$ cat src/rtl/fir_pkg.sv
// Shared constants and the output saturation helper for the FIR output stage and its models.
package fir_pkg;

   localparam int unsigned FIR_IN_W  = 24;
   localparam int unsigned FIR_OUT_W = 16;

   typedef logic signed [FIR_OUT_W-1:0] fir_out_t;

   typedef struct packed {
      logic     sat;
      fir_out_t val;
   } sat_res_t;

   // A value fits the output exactly when every bit above the output sign bit equals that sign bit.
   function automatic sat_res_t sat_to_out(input logic signed [FIR_IN_W:0] s);
      sat_res_t                     r;
      logic [FIR_IN_W-FIR_OUT_W+1:0] hi;
      hi    = s[FIR_IN_W:FIR_OUT_W-1];
      r.sat = !((&hi) || !(|hi));
      if (!r.sat)
         r.val = s[FIR_OUT_W-1:0];
      else if (s[FIR_IN_W])
         r.val = {1'b1, {(FIR_OUT_W-1){1'b0}}};
      else
         r.val = {1'b0, {(FIR_OUT_W-1){1'b1}}};
      return r;
   endfunction

endpackage

$ cat src/rtl/fir_avg_decim_if.sv
// Sample-in / stream-out bundle of the FIR output stage; slave side is the stage itself.
interface fir_avg_decim_if
   import fir_pkg::*;
#(
   parameter int unsigned IN_W  = FIR_IN_W,
   parameter int unsigned OUT_W = FIR_OUT_W
);
   logic                    in_valid;
   logic signed [IN_W-1:0]  din;
   logic                    out_valid;
   logic                    out_ready;
   logic signed [OUT_W-1:0] dout;
   logic                    sat_pulse;
   logic                    ovf;

   modport master (
      output in_valid, din, out_ready,
      input  out_valid, dout, sat_pulse, ovf
   );

   modport slave (
      input  in_valid, din, out_ready,
      output out_valid, dout, sat_pulse, ovf
   );
endinterface

$ cat src/rtl/fir_decim_fifo.sv
// Synchronous first-word-fall-through FIFO; rdata reads 0 while empty.
module fir_decim_fifo #(
   parameter int unsigned WIDTH = 16,
   parameter int unsigned DEPTH = 4
) (
   input  logic                         clk,
   input  logic                         rst,
   input  logic                         push,
   input  logic [WIDTH-1:0]             wdata,
   input  logic                         pop,
   output logic [WIDTH-1:0]             rdata,
   output logic                         full,
   output logic                         empty,
   output logic [$clog2(DEPTH):0]       count
);
   localparam int unsigned AW = $clog2(DEPTH);
   localparam int unsigned CW = AW + 1;

   logic [WIDTH-1:0] mem_q [DEPTH];
   logic [AW-1:0]    wr_ptr_q, wr_ptr_d;
   logic [AW-1:0]    rd_ptr_q, rd_ptr_d;
   logic [CW-1:0]    count_q, count_d;
   logic             wr_en, rd_en;

   always_comb begin
      empty = (count_q == '0);
      full  = (count_q == CW'(DEPTH));
      rd_en = pop && !empty;
      // A push into a full FIFO is legal only when the head leaves in the same cycle.
      wr_en = push && (!full || rd_en);

      wr_ptr_d = wr_ptr_q;
      rd_ptr_d = rd_ptr_q;
      count_d  = count_q;
      if (wr_en)
         wr_ptr_d = wr_ptr_q + AW'(1);
      if (rd_en)
         rd_ptr_d = rd_ptr_q + AW'(1);
      if (wr_en && !rd_en)
         count_d = count_q + CW'(1);
      else if (!wr_en && rd_en)
         count_d = count_q - CW'(1);

      rdata = empty ? '0 : mem_q[rd_ptr_q];
      count = count_q;
   end

   always_ff @(posedge clk) begin
      if (rst) begin
         wr_ptr_q <= '0;
         rd_ptr_q <= '0;
         count_q  <= '0;
      end else begin
         wr_ptr_q <= wr_ptr_d;
         rd_ptr_q <= rd_ptr_d;
         count_q  <= count_d;
      end
   end

   always_ff @(posedge clk) begin
      if (wr_en)
         mem_q[wr_ptr_q] <= wdata;
   end

endmodule

$ cat src/rtl/fir_avg_decim.sv
// FIR output stage: decimate, shift, saturate to OUT_W, buffer in a FWFT FIFO.
// FIR_DECIM_ROUND_EN selects round-half-up before the shift; default truncates toward -inf.
module fir_avg_decim
   import fir_pkg::*;
#(
   parameter int unsigned IN_W  = FIR_IN_W,
   parameter int unsigned OUT_W = FIR_OUT_W,
   parameter int unsigned SHIFT = 3,
   parameter int unsigned DECIM = 2,
   parameter int unsigned DEPTH = 4
) (
   input  logic           clk,
   input  logic           rst,
   fir_avg_decim_if.slave bus
);
   localparam int unsigned PH_W = (DECIM > 1) ? $clog2(DECIM) : 1;
   localparam int unsigned CW   = $clog2(DEPTH) + 1;

   logic [PH_W-1:0]         phase_q, phase_d;
   logic                    pipe_valid_q, pipe_valid_d;
   logic                    pipe_sat_q, pipe_sat_d;
   logic signed [OUT_W-1:0] pipe_data_q, pipe_data_d;
   logic                    ovf_q, ovf_d;

   logic                    keep;
   logic signed [IN_W:0]    ext, scaled;
   logic [IN_W-OUT_W+1:0]   hi;
   logic                    clamp;
   logic signed [OUT_W-1:0] sat_val;

   logic                    push, pop, full, empty;
   logic [OUT_W-1:0]        fifo_rdata;
   logic [CW-1:0]           fifo_count;

   always_comb begin
      keep    = bus.in_valid && (phase_q == '0);
      phase_d = phase_q;
      if (bus.in_valid)
         phase_d = (phase_q == PH_W'(DECIM - 1)) ? '0 : phase_q + PH_W'(1);

      // One guard bit keeps the rounding add from wrapping at full-scale positive input.
      ext = {bus.din[IN_W-1], bus.din};
`ifdef FIR_DECIM_ROUND_EN
      ext = ext + ((IN_W+1)'(1) << (SHIFT - 1));
`endif
      scaled = ext >>> SHIFT;

      hi    = scaled[IN_W:OUT_W-1];
      clamp = !((&hi) || !(|hi));
      if (!clamp)
         sat_val = scaled[OUT_W-1:0];
      else if (scaled[IN_W])
         sat_val = {1'b1, {(OUT_W-1){1'b0}}};
      else
         sat_val = {1'b0, {(OUT_W-1){1'b1}}};

      pipe_valid_d = keep;
      pipe_sat_d   = keep && clamp;
      pipe_data_d  = keep ? sat_val : pipe_data_q;

      pop   = !empty && bus.out_ready;
      push  = pipe_valid_q && (!full || pop);
      ovf_d = ovf_q || (pipe_valid_q && full && !pop);
   end

   always_ff @(posedge clk) begin
      if (rst) begin
         phase_q      <= '0;
         pipe_valid_q <= 1'b0;
         pipe_sat_q   <= 1'b0;
         pipe_data_q  <= '0;
         ovf_q        <= 1'b0;
      end else begin
         phase_q      <= phase_d;
         pipe_valid_q <= pipe_valid_d;
         pipe_sat_q   <= pipe_sat_d;
         pipe_data_q  <= pipe_data_d;
         ovf_q        <= ovf_d;
      end
   end

   fir_decim_fifo #(
      .WIDTH (OUT_W),
      .DEPTH (DEPTH)
   ) u_fifo (
      .clk   (clk),
      .rst   (rst),
      .push  (push),
      .wdata (pipe_data_q),
      .pop   (pop),
      .rdata (fifo_rdata),
      .full  (full),
      .empty (empty),
      .count (fifo_count)
   );

   assign bus.out_valid = !empty;
   assign bus.dout      = fifo_rdata;
   assign bus.sat_pulse = pipe_sat_q;
   assign bus.ovf       = ovf_q;

   a_count_bound : assert property (@(posedge clk) disable iff (rst) fifo_count <= CW'(DEPTH));

endmodule
$ cat src/flat_wrapper.sv
// flat-port wrapper written by rule: the top's interface ports become plain ports
module fir_avg_decim_flat import fir_pkg::*;
#(
   parameter int unsigned IN_W  = FIR_IN_W,
   parameter int unsigned OUT_W = FIR_OUT_W,
   parameter int unsigned SHIFT = 3,
   parameter int unsigned DECIM = 2,
   parameter int unsigned DEPTH = 4
)
  (clk, rst, bus_in_valid, bus_din, bus_out_ready, bus_out_valid, bus_dout, bus_sat_pulse, bus_ovf);
  fir_avg_decim_if #(.IN_W(IN_W), .OUT_W(OUT_W)) bus_i ();
  input  logic clk;
  input  logic rst;
  input wire logic [$bits(bus_i.in_valid)-1:0] bus_in_valid;
  input wire logic [$bits(bus_i.din)-1:0] bus_din;
  input wire logic [$bits(bus_i.out_ready)-1:0] bus_out_ready;
  output wire logic [$bits(bus_i.out_valid)-1:0] bus_out_valid;
  output wire logic [$bits(bus_i.dout)-1:0] bus_dout;
  output wire logic [$bits(bus_i.sat_pulse)-1:0] bus_sat_pulse;
  output wire logic [$bits(bus_i.ovf)-1:0] bus_ovf;
  assign bus_i.in_valid = bus_in_valid;
  assign bus_i.din = bus_din;
  assign bus_i.out_ready = bus_out_ready;
  assign bus_out_valid = bus_i.out_valid;
  assign bus_dout = bus_i.dout;
  assign bus_sat_pulse = bus_i.sat_pulse;
  assign bus_ovf = bus_i.ovf;
  fir_avg_decim #(.IN_W(IN_W), .OUT_W(OUT_W), .SHIFT(SHIFT), .DECIM(DECIM), .DEPTH(DEPTH)) u_core (.clk(clk), .rst(rst), .bus(bus_i));
endmodule
$ cat config.mk
export PLATFORM = sky130hd
export DESIGN_NAME = fir_avg_decim_flat
export DESIGN_NICKNAME = d
export VERILOG_FILES = /design/src/rtl/fir_pkg.sv /design/src/rtl/fir_avg_decim_if.sv /design/src/rtl/fir_decim_fifo.sv /design/src/rtl/fir_avg_decim.sv /design/src/flat_wrapper.sv
export SDC_FILE = /design/constraint.sdc
export NUM_CORES = 1
export LEC_CHECK = 0
export CAP_MARGIN = 20
export CORE_MARGIN = 1.5
export CORE_UTILIZATION = 25
export DETAILED_ROUTE_END_ITERATION = 8
export PLACE_DENSITY_LB_ADDON = 0.25
export SYNTH_ARGS = -nofsm -noshare
export SYNTH_HDL_FRONTEND = slang
export SYNTH_HIERARCHICAL = 1
export SYNTH_SLANG_ARGS = --single-unit
export TNS_END_PERCENT = 20
$ cat constraint.sdc
create_clock -name clk -period 3.8 [get_ports clk]
set_clock_uncertainty 0.2 [all_clocks]
set_input_delay 0.57 -clock clk [delete_from_list [all_inputs] [get_ports clk]]
set_output_delay 0.57 -clock clk [all_outputs]
set_load 0.005 [all_outputs]
==> metrics.log, run 1 <==
INFO  metric post_cts_resize_count = 0
INFO  metric floorplan.io_pins = 47
INFO  metric finalPower = 2.94 mW
INFO  metric routed_wl = 8040 µm
INFO  metric post-cts-setup-buffers = 0
INFO  metric clk_pin_slew_worst_paths = 0.07 ns
INFO  metric yosys_most_used_dff = sky130_fd_sc_hd__edfxtp_1
INFO  metric worstHoldPathType = register to register
INFO  metric grt_setup_unrepaired = no
INFO  metric layout.cells.most_common = sky130_fd_sc_hd__edfxtp_1
INFO  metric synth_top_area_share = 48.8%
INFO  metric worstSetupEndpointType = output pin
INFO  metric postSynthNetCount = 279
INFO  metric power.share.combinational = 29.0%
INFO  metric final-hold-violation-count = 0
INFO  metric timing.final.crit_period = 2.98 ns
INFO  metric first_pass_grt_wire_length = 12,900 µm
INFO  metric port_buffers = 43
INFO  metric post-place-cells = 496
INFO  metric sw_frac_of_total = 28.9%
INFO  metric final-max-slew-violation-count = 0
INFO  metric net-switching-power = 851 µW
INFO  metric grt_use_total = 10.5%
INFO  metric p_leak = 1.61 nW
INFO  metric clk_latency = 0.33 ns
INFO  metric max_cap_viol_count = 0
INFO  metric layoutNonFillerInstCount = 512
INFO  metric nNetsFinal = 330
INFO  metric setup_viol_count_final = 0
INFO  metric routabilityCongestion = 0.660
INFO  metric synth_top_cell_by_area = sky130_fd_sc_hd__edfxtp_1
INFO  metric drt-wirelength-per-cell = 15.7 µm
INFO  metric grt_remaining_overflow = 0
INFO  metric routed-via-count = 2,154
INFO  metric first_pass_iters = 4
INFO  metric post-route-drc-count = 0
INFO  metric intPower = 2.09 mW
INFO  metric clock_tree_root = sky130_fd_sc_hd__clkbuf_16
INFO  metric vdd_ir_drop_max = 0.000271 V
INFO  metric crit_path_max_fanout = 16
INFO  metric synth.yosys.warnings = 6
INFO  metric worstPathArrival = 2.21 ns
INFO  metric power.clock.fraction = 29.3%
INFO  metric cp_launch_type = register
INFO  metric tritoncts_clock_tree = done
INFO  metric std_cell_rows = 45
INFO  metric finalSetupTns = 0 ns
INFO  metric routed-wl-met3 = 301 µm
INFO  metric design.die.area = 16,500 µm²
INFO  metric cellPowerDensity = 603 nW/µm²
INFO  metric die_height = 129 µm
INFO  metric grt_start_max_net_pins = 22
INFO  metric synth_cells = 245
INFO  metric setup_cp_type = register to output pin
INFO  metric synth.area.top_cells = sky130_fd_sc_hd__edfxtp_1 (49%), sky130_fd_sc_hd__dfxtp_1 (15%), sky130_fd_sc_hd__mux4_2 (5.7%), sky130_fd_sc_hd__mux4_1 (4.0%), sky130_fd_sc_hd__nor2b_4 (3.5%)
INFO  metric avgSynthCellArea = 16.1 µm²
INFO  metric achievable-frequency = 0.336 GHz
INFO  metric worst_hold_startpoint = u_core/phase_q$_SDFFE_PP0P_
INFO  metric cts.path.max_buffers = 2
INFO  metric vias_per_std_cell = 4.21
INFO  metric crit_family = buffers and inverters
INFO  metric antenna_violations_before_repair = 0
INFO  metric most-common-layout-cells = sky130_fd_sc_hd__edfxtp_1 (64), sky130_fd_sc_hd__clkdlybuf4s50_1 (43), sky130_fd_sc_hd__dfxtp_1 (29), sky130_fd_sc_hd__nor2_1 (24)
INFO  metric num_antenna_cells = 0
INFO  metric numCtsBuffers = 9
INFO  metric timing.final.crit_share = 78.4%
INFO  metric tightestPinTransition = 0.915 ns
INFO  metric netlist-cell-type-count = 41
INFO  metric maxSlewHeadroom = 38.8%
INFO  metric syn_to_final_growth = 23.8%
INFO  metric top_layer_used = met4
INFO  metric dr_wl_met2 = 3820 µm
INFO  metric dieWidth = 129 µm
INFO  metric core_region_area = 15,300 µm²
INFO  metric grt_pass1_vias = 2,279
INFO  metric timing.critical_path.slowest_stage_cell = sky130_fd_sc_hd__mux4_1
INFO  metric synth.yosys.seq_area_share = 63.5%
INFO  metric antenna_left = 0
INFO  metric worstReg2RegStart = u_core/u_fifo/count[0]$_SDFFE_PP0P_
INFO  metric final_layout_size_suffix_gt1_share = 23.6%
INFO  metric number_of_flip_flops_and_latches_in_the_synthesized_netlist = 93
INFO  metric power.sequential.fraction = 41.8%
INFO  metric synth_edf_count = 64
INFO  metric dpl.hpwl = 5050 µm
INFO  metric critical_path.max_stage_delay = 0.63 ns
INFO  metric run_status = complete, no violations
INFO  metric critPathRequiredTime = 3.03 ns
INFO  metric worstPathCellList = buf_4 -> mux4_1 -> nor2b_1 -> clkdlybuf4s50_1
INFO  metric cts_num_sinks = 93
INFO  metric drt_iter0_drc = 120
INFO  metric async_set_or_reset_register_ratio_after_synthesis = 0%
INFO  metric initial_utilization = 25.7%
INFO  metric critical_path_buf_inv_count = 2
INFO  metric h-tree-depth = 3
INFO  metric holdBufCountCts = 0
INFO  metric met1Wirelength = 3830 µm
INFO  metric synth_area = 3940 µm²
## layout make-up
cell class,instances,area (µm²)
clock buffer,9,225
multi-input combinational,133,1290
timing repair buffer,53,505
fill,1559,10400
clock inverter,7,65.1
inverter,6,22.5
tap,211,264
sequential,93,2500
## tightest hold or removal path, stage by stage, from the launching register on
cell	delay (ns)
sky130_fd_sc_hd__dfxtp_1	0.32
sky130_fd_sc_hd__nand2b_1	0.07
sky130_fd_sc_hd__a21oi_1	0.06
## registers in the layout, indices dropped and copies added (netlist names), named ones only
signal / flops
u_core/pipe_valid_q: 1
u_core/u_fifo/count: 3
u_core/pipe_data_q: 16
u_core/bus.sat_pulse: 1
u_core/u_fifo/mem_q: 64
u_core/phase_q: 1
u_core/bus.ovf: 1
u_core/u_fifo/wr_ptr_q: 2
u_core/u_fifo/rd_ptr_q: 2
## cells in the mapped netlist (all sizes together), types with 3 or more instances
library cell / n
a211oi: 15
a21oi: 5
and2: 4
buf: 8
clkbuf: 5
dfxtp: 29
edfxtp: 64
ha: 5
inv: 6
mux4: 16
nand2: 5
nand2b: 4
nor2: 26
nor2b: 17
o21ai: 17
xor2: 3
## per-stage QoR
step	hold WS (ns)	setup slack (ns)	utilization, %	area [µm²]
2_1_floorplan	0.258	0.966	-	3940
6_report	0.285	0.822	31.9	4880
3_5_place_dp	0.271	0.628	30.0	4590
4_1_cts	0.282	0.751	31.9	4880
5_1_grt	0.325	0.681	31.9	4880
3_3_place_gp	0.265	0.655	30.0	4590
## power groups by stage
| stage | registers, mW | logic [mW] | clock network, mW |
|---|---|---|---|
| after floorplan | 1.24 | 0.539 | 0 |
| after global placement | 1.25 | 0.864 | 0 |
| after detailed placement | 1.26 | 0.873 | 0 |
| after CTS | 1.23 | 0.876 | 0.886 |
| after global routing | 1.24 | 0.940 | 0.927 |
| final | 1.23 | 0.853 | 0.861 |
## cells by family after synthesis
| family | after synthesis | synth area share (%) |
|---|---|---|
| muxes | 19 | 10.5 |
| xor gates and xnor gates | 3 | 0.667 |
| adders and majority gates | 6 | 2.10 |
| AOI/OAI and AO/OA | 41 | 8.38 |
| DFF | 93 | 63.5 |
| and+or+nand+nor | 64 | 11.2 |
| buffers and inverters | 19 | 3.65 |
## path summary, 6_finish.rpt
check	to	slack, ns	depth (start not counted)
setup / recovery	bus_dout[15]	0.82	4
hold / removal	u_core/phase_q$_SDFFE_PP0P_	0.28	2
setup reg to reg	u_core/u_fifo/count[2]$_SDFFE_PP0P_	0.96	11
hold reg to reg	u_core/phase_q$_SDFFE_PP0P_	0.28	2
## routing by layer
metal,up-vias,track usage [%]
li1,1027,-
met1,1078,14.3
met2,43,17.1
met3,6,1.79
met4,0,3.77
met5,-,0
Power figures use the tool's default switching activity.
==> run 2, diff against run 1 <==
clock period = 2.6 ns   (was 3.8 ns; I/O delays follow)
==> metrics.log, run 2 (same netlist as run 1, synthesis figures left out) <==
INFO  metric antenna_violations_before_repair = 0 (unchanged)
INFO  metric achievable-frequency = 0.395 GHz
INFO  metric initial_utilization = 25.7% (unchanged)
INFO  metric worstHoldPathType = register to register (unchanged)
INFO  metric critPathRequiredTime = 2.01 ns (was 3.03 ns)
INFO  metric vias_per_std_cell = 4.10 (was 4.21)
INFO  metric std_cell_rows = 45 (unchanged)
INFO  metric sw_frac_of_total = 28.6% (was 28.9%)
INFO  metric layout_fillers = 1,544 (was 1,559)
INFO  metric final_layout_size_suffix_gt1_share = 30.7% (was 23.6%)
INFO  metric cp_launch_type = register (unchanged)
INFO  metric floorplan.io_pins = 47 (unchanged)
INFO  metric first_pass_iters = 4 (unchanged)
INFO  metric clock_tree_root = sky130_fd_sc_hd__clkbuf_16 (unchanged)
INFO  metric clk_latency = 0.33 ns (about the same)
INFO  metric setup_cp_type = register to output pin (unchanged)
INFO  metric grt_pass1_vias = 2,283 (was 2,279)
INFO  metric finished_layout_cell_area = 5090 µm² (was 4880 µm²)
INFO  metric num_antenna_cells = 0 (unchanged)
INFO  metric nNetsFinal = 345 (was 330)
INFO  metric routed-via-count = 2,160 (was 2,154)
INFO  metric worstSetupEndpointType = output pin (unchanged)
INFO  metric largest_reg_flops = 64 (unchanged)
INFO  metric drt_iter0_drc = 114 (was 120)
INFO  metric most-common-layout-cells = sky130_fd_sc_hd__edfxtp_1 (64), sky130_fd_sc_hd__clkdlybuf4s50_1 (30), sky130_fd_sc_hd__dfxtp_1 (25), sky130_fd_sc_hd__nor2_1 (24), sky130_fd_sc_hd__buf_4 (21) (was sky130_fd_sc_hd__edfxtp_1 (64), sky130_fd_sc_hd__clkdlybuf4s50_1 (43), sky130_fd_sc_hd__dfxtp_1 (29), sky130_fd_sc_hd__nor2_1 (24))
INFO  metric routed_wl = 8170 µm (was 8040 µm)
INFO  metric power.share.combinational = 29.4% (was 29.0%)
INFO  metric grt_setup_unrepaired = no (unchanged)
INFO  metric pre_cts_slack = -0.162 ns (was 0.628 ns)
INFO  metric dieWidth = 129 µm (unchanged)
INFO  metric cts.path.max_buffers = 2 (unchanged)
INFO  metric tightestPinTransition = 0.856 ns (was 0.915 ns)
INFO  metric setup_viol_count_final = 0 (unchanged)
INFO  metric numCtsBuffers = 9 (unchanged)
INFO  metric p_leak = 1.77 nW (was 1.61 nW)
INFO  metric timing.final.crit_period = 2.53 ns
INFO  metric design.die.area = 16,500 µm² (unchanged)
INFO  metric first_pass_grt_wire_length = 12,600 µm (was 12,900 µm)
INFO  metric layout.cells.most_common = sky130_fd_sc_hd__edfxtp_1 (unchanged)
INFO  metric worstPathArrival = 1.94 ns (was 2.21 ns)
INFO  metric grt_start_max_net_pins = 19 (was 22)
INFO  metric core_region_area = 15,300 µm² (unchanged)
INFO  metric intPower = 3.21 mW (was 2.09 mW)
INFO  metric final-max-slew-violation-count = 0 (unchanged)
INFO  metric routabilityCongestion = 0.665 (was 0.660)
INFO  metric dpl-instance-area = 4710 µm² (was 4590 µm²)
INFO  metric final_critical_path_setup_slack = 0.0654 ns (was 0.822 ns)
INFO  metric power.sequential.fraction = 40.6% (was 41.8%)
INFO  metric syn_to_final_growth = 29.1% (was 23.8%)
INFO  metric die_height = 129 µm (unchanged)
INFO  metric net-switching-power = 1.29 mW (was 851 µW)
INFO  metric cts_num_sinks = 93 (unchanged)
INFO  metric h-tree-depth = 3 (unchanged)
INFO  metric clk_pin_slew_worst_paths = 0.06 ns (was 0.07 ns)
INFO  metric post-route-drc-count = 0 (unchanged)
INFO  metric power.clock.fraction = 30.1% (was 29.3%)
INFO  metric grt_use_total = 10.5% (about the same)
INFO  metric run_status = complete, no violations (unchanged)
INFO  metric crit_path_max_fanout = 11 (was 16)
INFO  metric cellPowerDensity = 884 nW/µm² (was 603 nW/µm²)
INFO  metric port_buffers = 43 (unchanged)
INFO  metric top_register = u_core/u_fifo/mem_q (unchanged)
INFO  metric dpl.hpwl = 5370 µm (was 5050 µm)
INFO  metric final-hold-violation-count = 0 (unchanged)
INFO  metric antenna_left = 0 (unchanged)
INFO  metric holdBufCountCts = 0 (unchanged)
INFO  metric maxSlewHeadroom = 42.9% (was 38.8%)
INFO  metric tritoncts_clock_tree = done (unchanged)
INFO  metric grt_remaining_overflow = 0 (unchanged)
INFO  metric vdd_ir_drop_max = 0.000579 V (was 0.000271 V)
INFO  metric timing.final.crit_share = 97.5%
INFO  metric max_cap_viol_count = 0 (unchanged)
INFO  metric drt-wirelength-per-cell = 15.5 µm (was 15.7 µm)
-- run 2: changes by cell type in the layout (fill, tap and decap cells not counted), sizes merged --
| cell | previous run | this run |
|---|---|---|
| buf | 10 | 25 |
| bufinv | 0 | 1 |
| clkdlybuf4s50 | 43 | 30 |
| dlygate4sd2 | 0 | 12 |
| dlymetal6s2s | 0 | 1 |
| inv | 11 | 10 |
-- run 2: worst max-delay path, cell delays in order (launching register included) --
cell and delay [ns]:
sky130_fd_sc_hd__dfxtp_2 0.34, sky130_fd_sc_hd__buf_12 0.15, sky130_fd_sc_hd__mux4_2 0.53, sky130_fd_sc_hd__nor2b_4 0.14, sky130_fd_sc_hd__clkdlybuf4s50_1 0.45
-- run 2: final cells by class --
class	count	area [µm²]	share of cell area (%)
timing repair buffer	68	656	12.9
sequential	93	2510	49.4
inverter	6	25.0	0.492
clock buffer	9	225	4.43
tap	211	264	5.19
clock inverter	7	86.3	1.70
multi-input combinational	133	1320	25.9
-- run 2: what timing repair did --
| action | CTS | global route |
|---|---|---|
| buffers inserted | 2 | 5 |
| endpoints found under the setup margin | 16 | 4 |
| resized for setup | 14 | 1 |
-- run 2: path summary, 6_finish.rpt --
kind                                       startpoint                                  end  slack, ns  depth (start not counted)
setup / recovery                             register                         bus_dout[13]       0.07                          4
hold / removal              u_core/bus.ovf$_SDFF_PP0_            u_core/bus.ovf$_SDFF_PP0_       0.28                          2
hold reg to reg             u_core/bus.ovf$_SDFF_PP0_            u_core/bus.ovf$_SDFF_PP0_       0.28                          2
setup reg to reg  u_core/u_fifo/count[0]$_SDFFE_PP0P_  u_core/u_fifo/count[2]$_SDFFE_PP0P_       0.17                         12
-- run 2: power groups by stage --
stage | Sequential (mW) | Clock, mW | Combinational [mW]
after floorplan | 1.83 | 0 | 0.865
after global placement | 1.85 | 0 | 1.35
after detailed placement | 1.86 | 0 | 1.36
after CTS | 1.83 | 1.39 | 1.34
after global routing | 1.84 | 1.45 | 1.45
final | 1.82 | 1.35 | 1.32
-- run 2: routing by layer --
metal	vias to the layer above	wire, µm	global-route usage [%]
met3	9	311	2.66
met1	1054	3870	13.6
met4	0	102	3.17
li1	1053	-	-
met5	-	0	0
met2	44	3880	17.3
-- run 2: metrics by stage --
step           hold WS, ns  cells  setup TNS [ns]  utilization [%]  power (mW)
2_1_floorplan        0.258    245               0                -        2.70
3_3_place_gp         0.264    504         -0.0973             30.8        3.20
3_5_place_dp         0.267    504          -0.162             30.8        3.22
4_1_cts              0.288    522               0             33.0        4.55
5_1_grt              0.311    527               0             33.2        4.74
6_report             0.283    527               0             33.2        4.50
==> run 3, diff against run 2 <==
CORE_UTILIZATION = 50   (was 25)
==> metrics.log, run 3 (same netlist as run 1, synthesis figures left out) <==
INFO  metric tightestPinTransition = 0.349 ns (was 0.856 ns)
INFO  metric grt_use_total = 18.0% (was 10.5%)
INFO  metric run_status = complete, no violations (unchanged)
INFO  metric final-hold-violation-count = 0 (unchanged)
INFO  metric top_register = u_core/u_fifo/mem_q (unchanged)
INFO  metric grt_setup_unrepaired = no (unchanged)
INFO  metric timing.final.crit_period = 2.53 ns (about the same)
INFO  metric cts_num_sinks = 93 (unchanged)
INFO  metric met1Wirelength = 2990 µm (was 3870 µm)
INFO  metric crit_path_max_fanout = 16 (was 11)
INFO  metric clk_latency = 0.35 ns (was 0.33 ns)
INFO  metric routed_wl = 7020 µm (was 8170 µm)
INFO  metric port_buffers = 43 (unchanged)
INFO  metric grt_remaining_overflow = 0 (unchanged)
INFO  metric layout.cells.most_common = sky130_fd_sc_hd__edfxtp_1 (unchanged)
INFO  metric drt-wirelength-per-cell = 16.8 µm (was 15.5 µm)
INFO  metric cts.path.max_buffers = 2 (unchanged)
INFO  metric final-max-slew-violation-count = 0 (unchanged)
INFO  metric critPathRequiredTime = 2.01 ns (about the same)
INFO  metric num_antenna_cells = 0 (unchanged)
INFO  metric initial_utilization = 51.3% (was 25.7%)
INFO  metric largest_reg_flops = 64 (unchanged)
INFO  metric post-route-drc-count = 0 (unchanged)
INFO  metric drt_iter0_drc = 112 (was 114)
INFO  metric grt_pass1_vias = 2,176 (was 2,283)
INFO  metric most-common-layout-cells = sky130_fd_sc_hd__edfxtp_1 (64), sky130_fd_sc_hd__clkdlybuf4s50_1 (29), sky130_fd_sc_hd__dfxtp_1 (25), sky130_fd_sc_hd__nor2_1 (24), sky130_fd_sc_hd__buf_4 (23) (was sky130_fd_sc_hd__edfxtp_1 (64), sky130_fd_sc_hd__clkdlybuf4s50_1 (30), sky130_fd_sc_hd__dfxtp_1 (25), sky130_fd_sc_hd__nor2_1 (24), sky130_fd_sc_hd__buf_4 (21))
INFO  metric core_region_area = 7690 µm² (was 15,300 µm²)
INFO  metric antenna_violations_before_repair = 0 (unchanged)
INFO  metric vias_per_std_cell = 5.20 (was 4.10)
INFO  metric worstPathArrival = 1.94 ns (about the same)
INFO  metric final_layout_size_suffix_gt1_share = 30.6% (was 30.7%)
INFO  metric dr_wl_met2 = 3500 µm (was 3880 µm)
INFO  metric clock_tree_root = sky130_fd_sc_hd__clkbuf_8 (was sky130_fd_sc_hd__clkbuf_16)
INFO  metric std_cell_rows = 32 (was 45)
INFO  metric maxSlewHeadroom = 76.7% (was 42.9%)
INFO  metric antenna_left = 0 (unchanged)
INFO  metric syn_to_final_growth = 22.2% (was 29.1%)
INFO  metric finished_layout_cell_area = 4810 µm² (was 5090 µm²)
INFO  metric layout_fillers = 580 (was 1,544)
INFO  metric p_leak = 1.75 nW (was 1.77 nW)
INFO  metric top_layer_used = met4 (unchanged)
INFO  metric final_critical_path_setup_slack = 0.0661 ns (was 0.0654 ns)
INFO  metric routed-wl-met3 = 367 µm (was 311 µm)
INFO  metric vdd_ir_drop_max = 0.000708 V (was 0.000579 V)
INFO  metric numCtsBuffers = 9 (unchanged)
INFO  metric tritoncts_clock_tree = done (unchanged)
INFO  metric worstSetupEndpointType = output pin (unchanged)
INFO  metric cp_launch_type = register (unchanged)
INFO  metric dpl.hpwl = 4610 µm (was 5370 µm)
INFO  metric setup_viol_count_final = 0 (unchanged)
INFO  metric first_pass_grt_wire_length = 11,000 µm (was 12,600 µm)
INFO  metric setup_cp_type = register to output pin (unchanged)
INFO  metric die_height = 91.8 µm (was 129 µm)
INFO  metric routed-via-count = 2,180 (was 2,160)
INFO  metric first_pass_iters = 4 (unchanged)
INFO  metric nNetsFinal = 346 (was 345)
INFO  metric dpl-instance-area = 4580 µm² (was 4710 µm²)
INFO  metric routabilityCongestion = 0.734 (was 0.665)
INFO  metric timing.final.crit_share = 97.5% (about the same)
INFO  metric design.die.area = 8420 µm² (was 16,500 µm²)
INFO  metric floorplan.io_pins = 47 (unchanged)
INFO  metric clk_pin_slew_worst_paths = 0.09 ns (was 0.06 ns)
INFO  metric cellPowerDensity = 823 nW/µm² (was 884 nW/µm²)
INFO  metric grt_start_max_net_pins = 19 (unchanged)
INFO  metric holdBufCountCts = 0 (unchanged)
INFO  metric dieWidth = 91.8 µm (was 129 µm)
INFO  metric h-tree-depth = 3 (unchanged)
INFO  metric pre_cts_slack = -0.121 ns (was -0.162 ns)
INFO  metric worstHoldPathType = register to register (unchanged)
INFO  metric max_cap_viol_count = 0 (unchanged)
INFO  metric achievable-frequency = 0.395 GHz (about the same)
[run 3: cell count changes in the layout (fill, tap and decap cells not counted), sizes merged]
cell           before  now
bufinv              1    0
clkinvlp            1    2
dlygate4sd2        12    9
clkinv              1    4
clkdlybuf4s50      30   29
inv                10    7
dlymetal6s2s        1    5
buf                25   26
[run 3: final timing paths]
check / start / end / slack (ns) / cells after the start
setup / recovery: register / bus_dout[5] / 0.07 / 4
hold / removal: u_core/bus.ovf$_SDFF_PP0_ / u_core/bus.ovf$_SDFF_PP0_ / 0.28 / 2
setup reg to reg: u_core/u_fifo/count[0]$_SDFFE_PP0P_ / u_core/u_fifo/count[2]$_SDFFE_PP0P_ / 0.21 / 11
hold reg to reg: u_core/bus.ovf$_SDFF_PP0_ / u_core/bus.ovf$_SDFF_PP0_ / 0.28 / 2
[run 3: critical path, cell delays in order, from the launching register on]
cell	delay, ns
sky130_fd_sc_hd__dfxtp_2	0.35
sky130_fd_sc_hd__buf_12	0.16
sky130_fd_sc_hd__mux4_2	0.50
sky130_fd_sc_hd__nor2b_4	0.13
sky130_fd_sc_hd__clkdlybuf4s50_1	0.44
[run 3: metal layers]
layer / up-vias / GRT usage [%]
met4: 0 / 10.4
met3: 12 / 3.07
met2: 67 / 29.1
li1: 1059 / -
met5: - / 0
met1: 1042 / 22.9
[run 3: stage by stage]
| stage | util, % | hold WS, ns | TNS (ns) | total power [mW] | instances |
|---|---|---|---|---|---|
| final | 62.6 | 0.280 | 0 | 3.96 | 419 |
| after global routing | 62.6 | 0.322 | 0 | 4.17 | 419 |
| after detailed placement | 59.5 | 0.261 | -0.121 | 3.18 | 395 |
| after floorplan | - | 0.258 | 0 | 2.70 | 245 |
| after CTS | 61.6 | 0.286 | 0 | 3.96 | 411 |
| after global placement | 59.5 | 0.263 | -0.0788 | 3.15 | 395 |
[run 3: repair_timing]
| action | CTS | global route |
|---|---|---|
| setup buffers | 0 | 8 |
| endpoints found under the setup margin | 16 | 7 |
| gates resized for setup | 11 | 6 |
| gates cloned | 0 | 0 |
[run 3: layout make-up]
cell class,count,area [µm²],share of cell area [%]
timing repair buffer,69,656,13.6
clock inverter,7,50.0,1.04
inverter,6,25.0,0.520
clock buffer,9,124,2.57
multi-input combinational,133,1320,27.4
tap,102,128,2.65
sequential,93,2510,52.2
[run 3: power by group]
group | internal (mW) | switching, mW
logic | 0.718 | 0.576
clock network | 0.348 | 0.497
registers | 1.71 | 0.108
